`src/rtl/seq_mult_hs_if.sv`:
```
// Operand/product handshake bundle for seq_mult_hs.
// The slave modport is the multiplier; master is the producer/consumer side.
interface seq_mult_hs_if #(
  parameter int unsigned WIDTH = 8
);
  logic                 in_valid;
  logic                 in_ready;
  logic [WIDTH-1:0]     in_a;
  logic [WIDTH-1:0]     in_b;
  logic                 out_valid;
  logic                 out_ready;
  logic [2*WIDTH-1:0]   out_p;

  modport master (
    output in_valid, in_a, in_b, out_ready,
    input  in_ready, out_valid, out_p
  );

  modport slave (
    input  in_valid, in_a, in_b, out_ready,
    output in_ready, out_valid, out_p
  );
endinterface

```
`src/rtl/seq_mult_hs.sv`:
```
// Iterative shift-add multiplier, one partial product per clock, valid/ready on both sides.
// Define MULT_SIGNED_EN for two's-complement operands and product (default: unsigned).
module seq_mult_hs #(
  parameter int unsigned WIDTH = 8
) (
  input logic          clk,
  input logic          rst_n,
  seq_mult_hs_if.slave bus
);

  localparam int unsigned CW = $clog2(WIDTH);
  localparam logic [CW-1:0] LAST = CW'(WIDTH - 1);

  typedef enum logic [1:0] {IDLE, BUSY, DONE} state_t;

  state_t               state, state_n;
  logic [WIDTH-1:0]     mcand, mult;
  logic [2*WIDTH-1:0]   acc, acc_next, result, out_p;
  logic [CW-1:0]        cnt;
  logic [WIDTH:0]       sum;
  logic [WIDTH-1:0]     mag_a, mag_b;
  logic                 last, ready, valid;
`ifdef MULT_SIGNED_EN
  logic                 neg;
`endif

  assign last = (cnt == LAST);

  always_ff @(posedge clk or negedge rst_n) begin
    if (!rst_n) state <= IDLE;
    else        state <= state_n;
  end

  always_comb begin
    state_n = state;
    ready   = 1'b0;
    valid   = 1'b0;
    case (state)
      IDLE: begin
        ready = 1'b1;
        if (bus.in_valid) state_n = BUSY;
      end
      BUSY: if (last) state_n = DONE;
      DONE: begin
        valid = 1'b1;
        if (bus.out_ready) state_n = IDLE;
      end
      default: state_n = IDLE;
    endcase
  end

  // Add into the upper half keeping the carry, then shift the whole accumulator right.
  always_comb begin
    sum      = {1'b0, acc[2*WIDTH-1:WIDTH]} + {1'b0, (mult[0] ? mcand : '0)};
    acc_next = {sum, acc[WIDTH-1:1]};
`ifdef MULT_SIGNED_EN
    mag_a  = bus.in_a[WIDTH-1] ? -bus.in_a : bus.in_a;
    mag_b  = bus.in_b[WIDTH-1] ? -bus.in_b : bus.in_b;
    result = neg ? -acc_next : acc_next;
`else
    mag_a  = bus.in_a;
    mag_b  = bus.in_b;
    result = acc_next;
`endif
  end

  always_ff @(posedge clk or negedge rst_n) begin
    if (!rst_n) begin
      mcand <= '0;
      mult  <= '0;
      acc   <= '0;
      cnt   <= '0;
      out_p <= '0;
`ifdef MULT_SIGNED_EN
      neg   <= 1'b0;
`endif
    end else begin
      case (state)
        IDLE: if (bus.in_valid) begin
          mcand <= mag_a;
          mult  <= mag_b;
          acc   <= '0;
          cnt   <= '0;
`ifdef MULT_SIGNED_EN
          neg   <= bus.in_a[WIDTH-1] ^ bus.in_b[WIDTH-1];
`endif
        end
        BUSY: begin
          acc  <= acc_next;
          mult <= mult >> 1;
          cnt  <= cnt + 1'b1;
          if (last) out_p <= result;
        end
        default: ;
      endcase
    end
  end

  assign bus.in_ready  = ready;
  assign bus.out_valid = valid;
  assign bus.out_p     = out_p;

endmodule

```
`src/flat_wrapper.sv`:
```
// flat-port wrapper written by rule: the top's interface ports become plain ports
module seq_mult_hs_flat 
#(
  parameter int unsigned WIDTH = 8
)
  (clk, rst_n, bus_in_valid, bus_in_a, bus_in_b, bus_out_ready, bus_in_ready, bus_out_valid, bus_out_p);
  seq_mult_hs_if #(.WIDTH(WIDTH)) bus_i ();
  input logic clk;
  input logic rst_n;
  input wire logic [$bits(bus_i.in_valid)-1:0] bus_in_valid;
  input wire logic [$bits(bus_i.in_a)-1:0] bus_in_a;
  input wire logic [$bits(bus_i.in_b)-1:0] bus_in_b;
  input wire logic [$bits(bus_i.out_ready)-1:0] bus_out_ready;
  output wire logic [$bits(bus_i.in_ready)-1:0] bus_in_ready;
  output wire logic [$bits(bus_i.out_valid)-1:0] bus_out_valid;
  output wire logic [$bits(bus_i.out_p)-1:0] bus_out_p;
  assign bus_i.in_valid = bus_in_valid;
  assign bus_i.in_a = bus_in_a;
  assign bus_i.in_b = bus_in_b;
  assign bus_i.out_ready = bus_out_ready;
  assign bus_in_ready = bus_i.in_ready;
  assign bus_out_valid = bus_i.out_valid;
  assign bus_out_p = bus_i.out_p;
  seq_mult_hs #(.WIDTH(WIDTH)) u_core (.clk(clk), .rst_n(rst_n), .bus(bus_i));
endmodule
```
`config.mk`:
```
export PLATFORM = sky130hd
export DESIGN_NAME = seq_mult_hs_flat
export DESIGN_NICKNAME = d
export VERILOG_FILES = /design/src/rtl/seq_mult_hs_if.sv /design/src/rtl/seq_mult_hs.sv /design/src/flat_wrapper.sv
export SDC_FILE = /design/constraint.sdc
export NUM_CORES = 1
export LEC_CHECK = 0
export ABC_CLOCK_PERIOD_IN_PS = 2500
export CAP_MARGIN = 20
export CORE_MARGIN = 4
export CORE_UTILIZATION = 45
export DETAILED_ROUTE_END_ITERATION = 10
export DONT_BUFFER_PORTS = 1
export PLACE_DENSITY = 0.59
export SLEW_MARGIN = 10
export SYNTH_ARGS = -nofsm -noshare
export SYNTH_HDL_FRONTEND = slang
export SYNTH_SLANG_ARGS = --single-unit
```
`constraint.sdc`:
```
create_clock -name clk -period 2.5 [get_ports clk]
set_input_delay 0.5 -clock clk [delete_from_list [all_inputs] [get_ports clk]]
set_output_delay 0.5 -clock clk [all_outputs]
set_load 0.05 [all_outputs]
```
==> results of run 1 <==
==> where the power goes <==
group	internal (mW)	switching [mW]
clock network	0.221	0.267
logic	0.594	0.822
registers	1.21	0.610
total	2.02	1.70
==> metal layers <==
metal | vias up | GRT usage (%) | wire length [µm]
li1 | 819 | - | -
met1 | 754 | 19.2 | 2120
met2 | 34 | 22.9 | 1860
met3 | 3 | 5.48 | 283
met4 | 0 | 4.98 | 40
met5 | - | 0 | 0
==> synthesized netlist by cell type (all sizes together), types with 2 or more instances <==
library cell / n / share of area (%)
ha: 10 / 5.1
nor2: 11 / 1.8
mux2: 9 / 4.9
inv: 2 / 0.31
a31oi: 7 / 1.8
nand2b: 2 / 0.51
dfrtp: 52 / 53
a21oi: 6 / 1.4
o211ai: 2 / 0.61
buf: 10 / 3.1
nand3: 9 / 1.8
nand2: 74 / 12
o21ai: 29 / 5.9
clkbuf: 3 / 0.46
xor2: 5 / 1.8
and2: 9 / 2.3
==> worst register-to-register path, stage by stage (launching register included) <==
cell      delay [ps]
dfrtp_1          440
and2_1           170
ha_1             220
fa_1             430
a21oi_2          180
o211ai_1         110
a21oi_1          220
xor2_1           210
o21ai_0          100
==> worst paths after layout <==
check                                 endpoint  cells after the start       startpoint
min in group clk               u_core.state[1]                      1    bus_out_ready
setup / recovery                u_core.acc[13]                      8   u_core.mult[0]
setup reg to reg                u_core.acc[13]                      8   u_core.mult[0]
max in group asynchronous      u_core.state[0]                      1            rst_n
hold / removal             u_core.bus.out_p[5]                      1            rst_n
hold reg to reg                u_core.mcand[0]                      2  u_core.mcand[0]
==> cell type report <==
cell class / count / area [µm²]
inverter: 2 / 7.51
tap: 70 / 87.6
multi-input combinational: 181 / 1050
clock buffer: 6 / 82.6
sequential: 52 / 1300
clock inverter: 2 / 10.0
fill: 474 / 2580
timing repair buffer: 5 / 57.6
==> stage by stage <==
step | instance area [µm²] | total power [mW]
global placement | 2470 | 3.23
finish | 2590 | 3.72
detailed placement | 2470 | 3.26
floorplan | 2440 | 2.99
CTS | 2590 | 3.78
global route | 2590 | 4.07
==> flip-flops by register name, summed over array words and instances (netlist names) <==
signal and count:
u_core.bus.out_p 16, u_core.acc 15, u_core.mcand 8, u_core.mult 8, u_core.cnt 3, u_core.state 2
==> cell families after synthesis <==
kind of cell	after synthesis	share of synthesized area (%)
simple gates	107	18.7
buf+inv	15	3.89
mux	9	4.92
flops	52	53.3
xor+xnor	6	2.15
compound gates	48	11.2
fa+ha+maj	11	5.94
==> impl_metrics.py, run 1 <==
metrics = {
    "critical_path": {
        "worstPathCellList": "and2_1, ha_1, fa_1, a21oi_2, o211ai_1, a21oi_1, xor2_1, o21ai_0",
        "startpoint_type": "register",
        "critical_path.max_stage_delay_ps": 440,
        "setup.worst_path.class": "reg2reg",
        "cp_slowest_cell": "dfrtp_1",
        "rrSetupSlack_ps": 290,
        "cp_top_family": "adder cells",
        "cp.required_ps": 2680,
        "crit_fanout": 9,
        "worst_setup_path_end_kind": "register",
        "crit_arrival_ps": 2390,
        "path_buf_inv": 0,
    },
    "logic_synthesis": {
        "ys_ff_latch": 52,
        "syn_area_per_cell_um2": 9.85,
        "synth-edff-count": 0,
        "yosysSeqAreaShare_pct": 53.3,
        "synth_area_um2": 2440,
        "synthArstFlopShare_pct": 100,
        "synth_cell_type_count": 31,
        "synth_ff_type": "dfrtp_1",
        "syn_nets": 279,
        "yosysWarnings": 0,
        "synth_cells": 248,
    },
    "finish": {
        "post-route-util_pct": 50.1,
        "final_cell_mix": "nand2_1, dfrtp_1, o21ai_0",
        "area_growth_syn_to_layout_pct": 6.14,
        "nets": 278,
        "drive_above_1_share_pct": 10.5,
        "n_antenna_cell": 0,
        "final_cells": 318,
        "final_common_cell": "nand2_1",
    },
    "cts": {
        "htreeDepth": 2,
        "numCtsBuffers": 5,
        "cts_setup_buffers": 0,
        "cts_resized": 0,
        "path_clk_slew_ps": 90,
        "ctsHoldBuffers": 1,
        "cts_tree": "yes",
        "clk_latency_ps": 310,
        "root_buffer": "clkbuf_8",
        "cts_num_sinks": 52,
        "clock_path_buffers": 2,
    },
    "sta": {
        "relSlewSlack_pct": 66.6,
        "setup_ws_ps": 291,
        "grt_setup_unrepaired": "no",
        "whs_ps": 28.6,
        "fin_worst_skew_ps": 7.01,
        "fmax_mhz": 453,
        "fin_crit_ps": 2210,
        "tns_ps": 0,
        "finalCritPeriodShare_pct": 88.4,
        "finalHoldViolations": 0,
        "setup_viol": 0,
        "worst_pin_slew_ps": 501,
        "report.final.slew_viol_count": 0,
    },
    "routing": {
        "post-route-drc-count": 0,
        "drtIter0Drc": 106,
        "num_vias": 1610,
        "drtAntennaViolNets": 0,
        "routedWlPerCell_um": 13.5,
        "routed_wl_mm": 4.31,
        "vias_per_cell": 5.06,
        "first_pass_iters": 4,
    },
    "floorplanning": {
        "rows": 26,
        "start_util_pct": 47.2,
        "io_pins": 38,
        "die_height_um": 81.7,
        "fp.coreArea_um2": 5170,
        "die_x_um": 81.7,
        "die_area_um2": 6670,
    },
    "grt": {
        "grt_use_total_pct": 14.8,
        "gr-total-overflow": 0,
        "grt_max_degree": 53,
        "grt_pass1_vias": 1629,
        "antenna_found_initial": 0,
        "grt_pass1_wl_mm": 7.58,
    },
    "outcome": {
        "outcome": "finished clean",
    },
    "power": {
        "irDropWorstVdd_mv": 0.553,
        "pwr_density_cell_nw_per_um2": 1440,
        "p_leak_nw": 1.24,
    },
    "place": {
        "dp_slack_ps": 289,
        "portBuffers": 0,
        "place.gp.congestion": 0.737,
        "dp.cells": 309,
        "place_hpwl_mm": 2.97,
    },
    "worst_hold_path": {
        "worstHoldPathType": "in2async",
    },
    "run": {
        "max_cap_viol_count": 0,
    },
}
No activity file was read; power rests on OpenSTA's default activity.
==> run 2, diff against run 1 <==
- CAP_MARGIN: 20 -> 10
==> results of run 2 <==
The final DEF is identical to that of run 1; final timing and power are the same.
